[src/rtl/a_codec_i2s.sv]
// a_codec_i2s: I2S master for the board codec. Derives XCK/BCK/LRCK from iCLK, serialises stereo frames
// taken over valid/ready, and with A_CODEC_ADC_EN defined also receives the ADC stream and drives a tape bit.
module a_codec_i2s #(
   parameter int DATA_WIDTH = 16,
   parameter int SLOT_WIDTH = 18,
   parameter int BCK_HALF   = 4,
   parameter int HYST       = 3
) (
   input  logic                  iCLK,
   input  logic                  iRST,
   input  logic [DATA_WIDTH-1:0] iSL,
   input  logic [DATA_WIDTH-1:0] iSR,
   input  logic                  iVALID,
   output logic                  oREADY,
   output logic                  oUNDERRUN,
   output logic                  oAUD_XCK,
   output logic                  oAUD_BCK,
   output logic                  oAUD_LRCK,
   output logic                  oAUD_DATA,
   output logic                  oAUD_ADCLRCK,
   input  logic                  iAUD_ADCDAT,
   output logic [DATA_WIDTH-1:0] oADC_L,
   output logic [DATA_WIDTH-1:0] oADC_R,
   output logic                  oADC_VALID,
   output logic                  oTAPE
);

   localparam int CW = $clog2(BCK_HALF);
   localparam int SW = $clog2(SLOT_WIDTH);
   localparam logic [CW-1:0] BCK_LAST  = CW'(BCK_HALF - 1);
   localparam logic [SW-1:0] SLOT_LAST = SW'(SLOT_WIDTH - 1);
   localparam logic [SW-1:0] DW_S      = SW'(DATA_WIDTH);

   logic                  r_xck;
   logic                  r_bck;
   logic [CW-1:0]         r_bck_cnt;
   logic                  r_lrck;
   logic [SW-1:0]         r_slot;
   logic                  r_data;
   logic [DATA_WIDTH-1:0] r_tx_sh;
   logic                  r_hold_full;
   logic [DATA_WIDTH-1:0] r_hold_l;
   logic [DATA_WIDTH-1:0] r_hold_r;
   logic [DATA_WIDTH-1:0] r_frame_l;
   logic [DATA_WIDTH-1:0] r_frame_r;
   logic                  r_underrun;

   logic                  w_bck_wrap;
   logic                  w_fall;
   logic                  w_slot_wrap;
   logic [SW-1:0]         w_slot_nxt;
   logic                  w_frame_start;
   logic                  w_accept;
   logic                  w_bit_active;
   logic [DATA_WIDTH-1:0] w_frame_l_nxt;

   assign w_bck_wrap    = (r_bck_cnt == BCK_LAST);
   assign w_fall        = w_bck_wrap & r_bck;
   assign w_slot_wrap   = (r_slot == SLOT_LAST);
   assign w_slot_nxt    = w_slot_wrap ? '0 : r_slot + 1'b1;
   assign w_frame_start = w_fall & w_slot_wrap & r_lrck;
   assign w_accept      = iVALID & ~r_hold_full;
   assign w_bit_active  = (w_slot_nxt != '0) && (w_slot_nxt <= DW_S);
   assign w_frame_l_nxt = r_hold_full ? r_hold_l : r_frame_l;

   always_ff @(posedge iCLK or posedge iRST) begin
      if (iRST) begin
         r_xck     <= 1'b0;
         r_bck     <= 1'b0;
         r_bck_cnt <= '0;
      end else begin
         r_xck <= ~r_xck;
         if (w_bck_wrap) begin
            r_bck_cnt <= '0;
            r_bck     <= ~r_bck;
         end else begin
            r_bck_cnt <= r_bck_cnt + 1'b1;
         end
      end
   end

   // Slot counter starts at its last value so the very first fall event is a frame start.
   always_ff @(posedge iCLK or posedge iRST) begin
      if (iRST) begin
         r_slot <= SLOT_LAST;
         r_lrck <= 1'b1;
      end else if (w_fall) begin
         r_slot <= w_slot_nxt;
         if (w_slot_wrap) r_lrck <= ~r_lrck;
      end
   end

   always_ff @(posedge iCLK or posedge iRST) begin
      if (iRST) begin
         r_data  <= 1'b0;
         r_tx_sh <= '0;
      end else if (w_fall) begin
         if (w_slot_wrap) begin
            r_data  <= 1'b0;
            r_tx_sh <= r_lrck ? w_frame_l_nxt : r_frame_r;
         end else if (w_bit_active) begin
            r_data  <= r_tx_sh[DATA_WIDTH-1];
            r_tx_sh <= {r_tx_sh[DATA_WIDTH-2:0], 1'b0};
         end else begin
            r_data <= 1'b0;
         end
      end
   end

   // Accept requires an empty holding register, so it never collides with a transfer.
   always_ff @(posedge iCLK or posedge iRST) begin
      if (iRST) begin
         r_hold_full <= 1'b0;
         r_hold_l    <= '0;
         r_hold_r    <= '0;
         r_frame_l   <= '0;
         r_frame_r   <= '0;
         r_underrun  <= 1'b0;
      end else begin
         r_underrun <= w_frame_start & ~r_hold_full;
         if (w_frame_start && r_hold_full) begin
            r_frame_l   <= r_hold_l;
            r_frame_r   <= r_hold_r;
            r_hold_full <= 1'b0;
         end else if (w_accept) begin
            r_hold_l    <= iSL;
            r_hold_r    <= iSR;
            r_hold_full <= 1'b1;
         end
      end
   end

   assign oREADY       = ~r_hold_full;
   assign oUNDERRUN    = r_underrun;
   assign oAUD_XCK     = r_xck;
   assign oAUD_BCK     = r_bck;
   assign oAUD_LRCK    = r_lrck;
   assign oAUD_ADCLRCK = r_lrck;
   assign oAUD_DATA    = r_data;

`ifdef A_CODEC_ADC_EN
   localparam logic [8:0] TAPE_LO = 9'(128 - HYST);
   localparam logic [8:0] TAPE_HI = 9'(128 + HYST);

   logic                  r_rx_first;
   logic [DATA_WIDTH-1:0] r_rx_l;
   logic [DATA_WIDTH-1:0] r_rx_r;
   logic [DATA_WIDTH-1:0] r_adc_l;
   logic [DATA_WIDTH-1:0] r_adc_r;
   logic                  r_adc_valid;
   logic                  r_tape;

   logic                  w_rise;
   logic                  w_rx_bit;
   logic [7:0]            w_adc_top;
   logic [7:0]            w_tape_v;

   assign w_rise   = w_bck_wrap & ~r_bck;
   assign w_rx_bit = w_rise && (r_slot != '0) && (r_slot <= DW_S);

   if (DATA_WIDTH >= 8) begin : g_top_wide
      assign w_adc_top = r_adc_l[DATA_WIDTH-1 -: 8];
   end else begin : g_top_narrow
      assign w_adc_top = {r_adc_l, {(8-DATA_WIDTH){1'b0}}};
   end

   // Offset-binary view of the top byte: 128 is mid-scale.
   assign w_tape_v = {~w_adc_top[7], w_adc_top[6:0]};

   always_ff @(posedge iCLK or posedge iRST) begin
      if (iRST) begin
         r_rx_first  <= 1'b1;
         r_rx_l      <= '0;
         r_rx_r      <= '0;
         r_adc_l     <= '0;
         r_adc_r     <= '0;
         r_adc_valid <= 1'b0;
         r_tape      <= 1'b0;
      end else begin
         r_adc_valid <= 1'b0;
         if (w_rx_bit) begin
            if (r_lrck) r_rx_r <= {r_rx_r[DATA_WIDTH-2:0], iAUD_ADCDAT};
            else        r_rx_l <= {r_rx_l[DATA_WIDTH-2:0], iAUD_ADCDAT};
         end
         if (w_frame_start) begin
            r_rx_first <= 1'b0;
            if (!r_rx_first) begin
               r_adc_l     <= r_rx_l;
               r_adc_r     <= r_rx_r;
               r_adc_valid <= 1'b1;
            end
         end
         if (r_adc_valid) begin
            if ({1'b0, w_tape_v} < TAPE_LO)      r_tape <= 1'b1;
            else if ({1'b0, w_tape_v} > TAPE_HI) r_tape <= 1'b0;
         end
      end
   end

   assign oADC_L     = r_adc_l;
   assign oADC_R     = r_adc_r;
   assign oADC_VALID = r_adc_valid;
   assign oTAPE      = r_tape;
`else
   logic w_unused_adcdat;
   assign w_unused_adcdat = iAUD_ADCDAT;
   assign oADC_L          = '0;
   assign oADC_R          = '0;
   assign oADC_VALID      = 1'b0;
   assign oTAPE           = 1'b0;
`endif

endmodule

[config.mk]
export PLATFORM = sky130hd
export DESIGN_NAME = a_codec_i2s
export DESIGN_NICKNAME = d
export VERILOG_FILES = /design/src/rtl/a_codec_i2s.sv
export SDC_FILE = /design/constraint.sdc
export NUM_CORES = 1
export LEC_CHECK = 0
export CORE_MARGIN = 2
export CORE_UTILIZATION = 55
export CTS_BUF_LIST = sky130_fd_sc_hd__clkbuf_8
export DETAILED_ROUTE_END_ITERATION = 6
export PLACE_DENSITY = 0.92
export SLEW_MARGIN = 20
export SYNTH_ARGS = -nofsm -noshare
export SYNTH_HDL_FRONTEND = slang
export SYNTH_SLANG_ARGS = --single-unit
[constraint.sdc]
create_clock -name iCLK -period 4.45 [get_ports iCLK]
set_clock_uncertainty 0.15 [all_clocks]
set_input_delay 0.89 -clock iCLK [delete_from_list [all_inputs] [get_ports iCLK]]
set_output_delay 0.89 -clock iCLK [all_outputs]
set_load 0.01 [all_outputs]
==> flow_summary.json, run 1 <==
{
  "status": "complete, no violations",
  "post_cts_resized": 0,
  "combPwrFrac_pct": 6.8,
  "cp_data_required_time_ps": 3410,
  "routed_via_density": 5.41,
  "fill_cells": 546,
  "worst_pin_slew_ps": 657,
  "timing.slew.headroom_pct": 56.1,
  "max-cap-violations": 0,
  "worst_slack_ps": 1450,
  "layout_commonest_cell": "dfrtp_1",
  "path_delay_family": "flip-flops",
  "grt_pass1_vias": 2798,
  "pre_cts_slack_ps": 1570,
  "ys_seq_area_share_pct": 52.4,
  "die_area_mm2": 0.00883,
  "startpoint_type": "register",
  "finalMaxSlewViolations": 0,
  "cp-end-kind": "primary output",
  "cts_tree": "done",
  "antenna-diode-count": 0,
  "synth_cells": 367,
  "switching_share_pct": 22.4,
  "internal_power_mw": 1.25,
  "vdd_drop_max_mv": 0.319,
  "dr.first_iter.drc_count": 187,
  "period_share_pct": 67.4,
  "hp-class": "register to register",
  "ctsHoldBuffers": 0,
  "syn_area_mm2": 0.00445,
  "worstSetupPathType": "register to primary output",
  "p_leak_nw": 2.40,
  "overflow": 0,
  "yosys_warnings": 0,
  "numPortBuffers": 41,
  "pwr-share-clk_pct": 36.6,
  "p_per_area_mw_per_mm2": 321,
  "num_rows": 32,
  "wire_per_inst_um": 15.7,
  "synth.avg_cell_area_um2": 12.1,
  "crit_chain": "clkdlybuf4s50_1",
  "drc_errors": 0,
  "worst-path-max-fanout": 37,
  "grt_start_max_net_pins": 94,
  "cts_buffers": 9,
  "initial_utilization_pct": 57.3,
  "crit_path_top_delay_cell": "dfstp_2",
  "postCtsSetupBuffers": 0,
  "cts_max_level": 3,
  "worstPathArrival_ps": 1960,
  "clock_latency_ps": 370,
  "slowest_delay_ps": 930,
  "drt_pass1_iterations": 4,
  "antenna_found_initial": 0,
  "wirelength_um": 7950,
  "synth_edf_count": 0,
  "place_hpwl_um": 5170,
  "tns_ps": 0,
  "power_mw": 1.61,
  "final_cell_mix": "90 x dfrtp_1, 70 x mux2_2, 41 x clkdlybuf4s50_1",
  "nets": 439,
  "place.gp.congestion": 0.817,
  "finalSetupViolations": 0,
  "die_w_um": 94.0,
  "ys_types": 40,
  "clk_pin_slew_worst_paths_ps": 90,
  "period_needed_ps": 3000,
  "synth-main-ff-cell": "dfrtp_1",
  "seq_power_share_pct": 56.6,
  "path_buf_inv": 1,
  "cts_max_path_buffers": 2,
  "rsz0062_at_grt": "false",
  "die_h_um": 94.0,
  "area_delta_synth_final_pct": 12.3,
  "drive_gt1_share_pct": 26.4,
  "finalHoldViolCount": 0,
  "grt_pass1_wl_um": 13300,
  "cts.sinks": 93,
  "p_sw_uw": 359,
  "cts_root_buf": "clkbuf_8",
  "async_reset_ff_share_pct": 100,
  "ant_nets": 0,
  "io_pins": 77,
  "grt_usage_pct": 19.9,
  "ys_ff_latch": 93,
  "max_freq_ghz": 0.333,
  "num_vias": 2744,
  "core_mm2": 0.00777
}
power by group through the flow:
stage          clock network, mW  logic (mW)  registers (mW)
2_1_floorplan                  0      0.0898           0.914
3_3_place_gp                   0       0.105           0.922
3_5_place_dp                   0       0.110           0.925
4_1_cts                    0.592       0.111           0.909
5_1_grt                    0.624       0.124           0.915
6_report                   0.588       0.110           0.909
synth_stat cells (2+ instances only):
library cell / number / area share [%]
a21oi_1: 4 / 0.45
and3_1: 3 / 0.42
buf_1: 3 / 0.25
buf_2: 8 / 0.90
buf_4: 35 / 5.9
clkbuf_1: 9 / 0.76
dfrtp_1: 90 / 51
dfstp_2: 3 / 1.8
ha_1: 3 / 0.84
inv_1: 6 / 0.51
mux2_2: 70 / 18
mux2_4: 9 / 3.0
mux2i_1: 16 / 3.6
nand2_1: 39 / 3.3
nand3_1: 5 / 0.56
nor2_1: 4 / 0.34
o21ai_0: 35 / 3.9
xnor2_1: 2 / 0.39
xor2_1: 2 / 0.39
final timing paths:
check,slack [ps],cells past startpoint,from,endpoint
max,1450,1,oAUD_ADCLRCK,oAUD_LRCK
max in group asynchronous,2980,3,iRST,r_hold_l[8]
min reg2reg,280,1,oAUD_XCK,oAUD_XCK
min,280,1,oAUD_XCK,oAUD_XCK
min in group asynchronous,790,3,iRST,r_bck_cnt[0]
max reg2reg,1460,7,r_slot[0],r_frame_r[8]
state kept, by name, indices dropped and copies added, names as in the netlist:
name / cells
r_hold_r: 16
oAUD_XCK: 1
oAUD_BCK: 1
oAUD_DATA: 1
r_tx_sh: 16
r_hold_full: 1
r_frame_r: 16
r_frame_l: 16
oAUD_ADCLRCK: 1
r_bck_cnt: 2
r_hold_l: 16
oUNDERRUN: 1
r_slot: 5
routing by layer:
layer  vias to the layer above  routed length (um)  global-route usage [%]
met5                         -                   0                       0
met4                         0                 223                    9.66
met3                        22                 377                    5.30
met2                        93                4030                    32.7
met1                      1374                3320                    24.4
li1                       1255                   -                       -
kinds of logic after synthesis:
logic type | Yosys count | synth area share, %
adders and majority gates | 3 | 0.843
other | 1 | 0.0842
DFF | 93 | 52.4
buffers and inverters | 63 | 9.02
xor gates and xnor gates | 4 | 0.787
muxes | 95 | 24.3
and+or+nand+nor | 61 | 6.35
AOI/OAI and AO/OA | 47 | 6.21
stage by stage:
stage | instances | instance area [um^2] | utilization [%] | hold WS, ps
2_1_floorplan | 400 | 4580 | - | 260
3_3_place_gp | 491 | 4790 | 61.6 | 257
3_5_place_dp | 491 | 4790 | 61.6 | 258
6_report | 507 | 5000 | 64.4 | 277
4_1_cts | 507 | 5000 | 64.4 | 277
5_1_grt | 507 | 5000 | 64.4 | 303
area by class of cell:
class | instances | area (um^2) | area share [%]
clock inverter | 4 | 46.3 | 0.926
inverter | 6 | 23.8 | 0.475
multi-input combinational | 244 | 1850 | 36.9
clock buffer | 12 | 165 | 3.30
sequential | 93 | 2330 | 46.6
timing repair buffer | 46 | 460 | 9.21
tap | 102 | 128 | 2.55
(Power assumes the default switching activity.)
==> run 2: changes to the inputs <==
==> constraint.sdc (replaced) <==
create_clock -name iCLK -period 2.87 [get_ports iCLK]
set_clock_uncertainty 0.15 [all_clocks]
set_input_delay 0.574 -clock iCLK [delete_from_list [all_inputs] [get_ports iCLK]]
set_output_delay 0.574 -clock iCLK [all_outputs]
set_load 0.01 [all_outputs]
==> flow_summary.json, run 2 (synthesis gave the netlist of run 1 again) <==
{
  "worst-path-max-fanout": 16,
  "die_h_um": 94.0,
  "use_met3_pct": 5.54,
  "seq_area_mm2": 0.00233,
  "antenna_found_initial": 0,
  "period_share_pct": 92.7,
  "die_w_um": 94.0,
  "ant_nets": 0,
  "worstSetupPathType": "register to register",
  "core_mm2": 0.00777,
  "startpoint_type": "register",
  "numPortBuffers": 41,
  "wirelength_um": 7580,
  "cts_max_level": 3,
  "cts_root_buf": "clkbuf_8",
  "worst_pin_slew_ps": 619,
  "cts_tree": "done",
  "drt_pass1_iterations": 4,
  "drc_errors": 0,
  "layout_commonest_cell": "dfrtp_1",
  "path_buf_inv": 2,
  "worst_slack_ps": 210,
  "post_cts_resized": 0,
  "initial_utilization_pct": 57.3,
  "vdd_drop_max_mv": 0.491,
  "place_hpwl_um": 5140,
  "hp-class": "register to register",
  "cp-end-kind": "register",
  "cts_buffers": 9,
  "io_pins": 77,
  "area_delta_synth_final_pct": 13.2,
  "grt_pass1_wl_um": 13100,
  "p_per_area_mw_per_mm2": 495,
  "cts.sinks": 93,
  "die_area_mm2": 0.00883,
  "p_leak_nw": 2.42,
  "slowest_delay_ps": 410,
  "max-cap-violations": 0,
  "multi_input_area_mm2": 0.00185,
  "routed_via_density": 5.33,
  "finalSetupViolations": 0,
  "dr.first_iter.drc_count": 155,
  "cts_max_path_buffers": 2,
  "path_delay_family": "simple AND/OR/NAND/NOR gates",
  "ctsHoldBuffers": 0,
  "max_freq_ghz": 0.376,
  "num_vias": 2724,
  "gr-usage-met1_pct": 25.8,
  "postCtsSetupBuffers": 0,
  "final_cell_mix": "90 x dfrtp_1, 70 x mux2_2, 41 x clkdlybuf4s50_1",
  "tns_ps": 0,
  "rsz0062_at_grt": "false",
  "crit_path_top_delay_cell": "dfrtp_1",
  "status": "complete, no violations",
  "crit_chain": "inv_1, ha_1, or3b_1, and3_4, or2_4, a21oi_4, buf_4, mux2_2",
  "finalMaxSlewViolations": 0,
  "grt_start_max_net_pins": 40,
  "pre_cts_slack_ps": 233,
  "nets": 443,
  "grt_use_met2_pct": 29.3,
  "overflow": 0,
  "cp_data_required_time_ps": 2960,
  "worstPathArrival_ps": 2750,
  "grt_usage_pct": 19.0,
  "clk_pin_slew_worst_paths_ps": 90,
  "clock_latency_ps": 360,
  "top_usage_layer": "met2",
  "finalHoldViolCount": 0,
  "period_needed_ps": 2660,
  "grt_pass1_vias": 2725,
  "fill_cells": 526,
  "drive_gt1_share_pct": 27.1,
  "wire_per_inst_um": 14.8,
  "num_rows": 32,
  "place.gp.congestion": 0.837,
  "antenna-diode-count": 0,
  "timing.slew.headroom_pct": 58.7
}
==> run 2: changes by cell type in the layout (fill, tap and decap cells not counted) <==
cell / previous run / this run
inv_6: 1 / 0
buf_4: 4 / 7
clkinv_2: 1 / 3
clkinvlp_4: 0 / 1
bufinv_16: 1 / 2
clkbuf_8: 12 / 9
buf_12: 1 / 2
==> run 2: per-stage QoR <==
step / total power, mW / util (%) / cell area, um^2 / cells / hold slack (ps)
3_3_place_gp: 1.60 / 62.2 / 4830 / 495 / 256
4_1_cts: 2.51 / 64.9 / 5040 / 511 / 276
3_5_place_dp: 1.61 / 62.2 / 4830 / 495 / 264
6_report: 2.49 / 64.9 / 5040 / 511 / 275
5_1_grt: 2.59 / 64.9 / 5040 / 511 / 284
2_1_floorplan: 1.56 / - / 4580 / 400 / 260
==> run 2: layout make-up <==
cell class,instances,area share (%)
inverters,6,0.521
clock inverters,7,1.64
well taps,102,2.53
flip-flops and latches,93,46.3
repair buffers,50,9.98
clock buffers,9,2.46
multi-input cells,244,36.6
==> run 2: report_power, final <==
group / leakage, nW / switching (mW) / total (mW) / internal (mW)
Combinational: 1.10 / 0.0746 / 0.172 / 0.0977
Sequential: 1.20 / 0.0410 / 1.41 / 1.37
Clock: 0.115 / 0.433 / 0.914 / 0.480
Total: 2.42 / 0.549 / 2.49 / 1.95
==> run 2: path summary, 6_finish.rpt <==
| path | start | slack (ps) | end | depth (start not counted) |
|---|---|---|---|---|
| setup / recovery | r_slot[1] | 210 | r_tx_sh[15] | 8 |
| hold / removal | oAUD_XCK | 280 | oAUD_XCK | 1 |
| setup reg to reg | r_slot[1] | 210 | r_tx_sh[15] | 8 |
| hold reg to reg | oAUD_XCK | 280 | oAUD_XCK | 1 |
| max in group asynchronous | iRST | 1500 | r_hold_l[8] | 3 |
| min in group asynchronous | iRST | 490 | r_hold_r[1] | 2 |
==> run 2: routing by layer <==
metal | share of wire [%] | vias up
li1 | - | 1268
met2 | 49 | 83
met4 | 1.6 | 0
met5 | 0 | -
met1 | 45 | 1358
met3 | 4.4 | 15
==> run 3: changes to the inputs <==
--- a/config.mk
+++ b/config.mk
@@ -6,10 +6,11 @@
 export NUM_CORES = 1
 export LEC_CHECK = 0
 export CORE_MARGIN = 2
-export CORE_UTILIZATION = 55
+export CORE_UTILIZATION = 25
 export CTS_BUF_LIST = sky130_fd_sc_hd__clkbuf_8
+export CTS_CLUSTER_DIAMETER = 100
 export DETAILED_ROUTE_END_ITERATION = 6
-export PLACE_DENSITY = 0.92
+export PLACE_DENSITY = 0.53
 export SLEW_MARGIN = 20
 export SYNTH_ARGS = -nofsm -noshare
 export SYNTH_HDL_FRONTEND = slang
==> flow_summary.json, run 3 (synthesis gave the netlist of run 1 again) <==
{
  "startpoint_type": "register",
  "power_mw": 2.49,
  "stdcell_area_mm2": 0.00520,
  "routed_via_density": 4.18,
  "reg2reg_slack_ps": 310,
  "io_pins": 77,
  "drc_errors": 0,
  "rsz0062_at_grt": "false",
  "cp_data_required_time_ps": 2970,
  "holdPathEnd": "oAUD_XCK",
  "worstSetupPathType": "register to register",
  "die_h_um": 137,
  "r2r-start": "r_slot[1]",
  "overflow": 0,
  "area_delta_synth_final_pct": 16.9,
  "place_area_mm2": 0.00499,
  "antenna-diode-count": 0,
  "core_mm2": 0.0174,
  "drive_gt1_share_pct": 27.6,
  "cts_max_path_buffers": 2,
  "initial_utilization_pct": 25.6,
  "cp-startpoint": "r_slot[1]",
  "max_freq_ghz": 0.391,
  "reg2reg_to": "r_tx_sh[11]",
  "layout_commonest_cell": "dfrtp_1",
  "worstPathArrival_ps": 2660,
  "ctsHoldBuffers": 0,
  "num_vias": 2654,
  "period_share_pct": 89.2,
  "cts_root_buf": "clkbuf_8",
  "grt_pass1_wl_um": 13800,
  "finalSetupViolations": 0,
  "hp-class": "register to register",
  "period_needed_ps": 2560,
  "cts_max_level": 3,
  "drt_pass1_iterations": 4,
  "final_cell_mix": "90 x dfrtp_1, 70 x mux2_2, 41 x clkdlybuf4s50_1",
  "numPortBuffers": 41,
  "vdd_drop_max_mv": 0.230,
  "grt_start_max_net_pins": 68,
  "cts_buffers": 9,
  "postCtsSetupBuffers": 0,
  "antenna_found_initial": 0,
  "worst-path-max-fanout": 16,
  "worstRegToRegCells": 8,
  "max-cap-violations": 0,
  "status": "complete, no violations",
  "finalHoldViolCount": 0,
  "p_leak_nw": 2.41,
  "die_w_um": 137,
  "cts_tree": "done",
  "wirelength_um": 8290,
  "post_cts_resized": 0,
  "tns_ps": 0,
  "wire_per_inst_um": 13.0,
  "clock_latency_ps": 370,
  "finalMaxSlewViolations": 0,
  "fill_cells": 1769,
  "grt_pass1_vias": 2715,
  "dr.first_iter.drc_count": 118,
  "die_area_mm2": 0.0189,
  "cts.sinks": 93,
  "p_per_area_mw_per_mm2": 478,
  "place.gp.congestion": 0.747,
  "worstHoldPathCells": 1,
  "slowest_delay_ps": 410,
  "num_rows": 48,
  "grt_usage_pct": 9.63,
  "cp-end-kind": "register",
  "clk_pin_slew_worst_paths_ps": 90,
  "ant_nets": 0,
  "hp-start": "oAUD_XCK",
  "crit_chain": "inv_1, ha_1, or3b_1, and3_4, or2_4, a21oi_4, buf_12, mux2_2",
  "postLayoutCoreUtil_pct": 30.0,
  "nets": 444,
  "place_hpwl_um": 5750,
  "crit_path_top_delay_cell": "dfrtp_1"
}
==> run 3: worst max-delay path: cells and delay by family, from the launching register on <==
kind,cells,cell delay (ps)
simple gates,3,830
flops,1,410
mux,1,350
fa+ha+maj,1,300
buf+inv,2,250
compound gates,1,140
==> run 3: how the worst max path moves through the flow <==
stage             endpoint  slack (ps)
4_1_cts        r_tx_sh[11]         310
2_1_floorplan   r_tx_sh[1]         400
3_3_place_gp   r_tx_sh[10]         390
5_1_grt        r_tx_sh[12]         250
6_report       r_tx_sh[11]         310
3_5_place_dp   r_tx_sh[10]         330
==> run 3: layout make-up <==
cell class                      count  area (um^2)  share of cell area, %
Tap cell                          225          282                   5.41
Multi-Input combinational cell    244         1850                   35.5
Timing Repair Buffer               51          510                   9.81
Clock inverter                      6         70.1                   1.35
Sequential cell                    93         2330                   44.8
Clock buffer                       10          138                   2.65
Inverter                            6         26.3                  0.505
==> run 3: routing by layer <==
metal / track usage, % / share of wire, % / wire [um] / up-vias
met5: 0 / 0 / 0 / -
met4: 3.26 / 1.4 / 118 / 0
met3: 3.09 / 5.4 / 448 / 10
met2: 15.9 / 50 / 4110 / 75
met1: 11.8 / 44 / 3610 / 1307
li1: - / - / - / 1262
==> run 3: power by group <==
group / leakage, nW / internal [mW] / switching, mW
logic: 1.10 / 0.0961 / 0.0773
clock network: 0.106 / 0.434 / 0.473
registers: 1.20 / 1.37 / 0.0382
==> run 3: metrics by stage <==
stage | cells | worst slack (ps) | hold slack, ps
3_5_place_dp | 619 | 332 | 258
4_1_cts | 635 | 314 | 270
3_3_place_gp | 619 | 388 | 258
6_report | 635 | 310 | 268
2_1_floorplan | 400 | 402 | 260
5_1_grt | 635 | 247 | 285
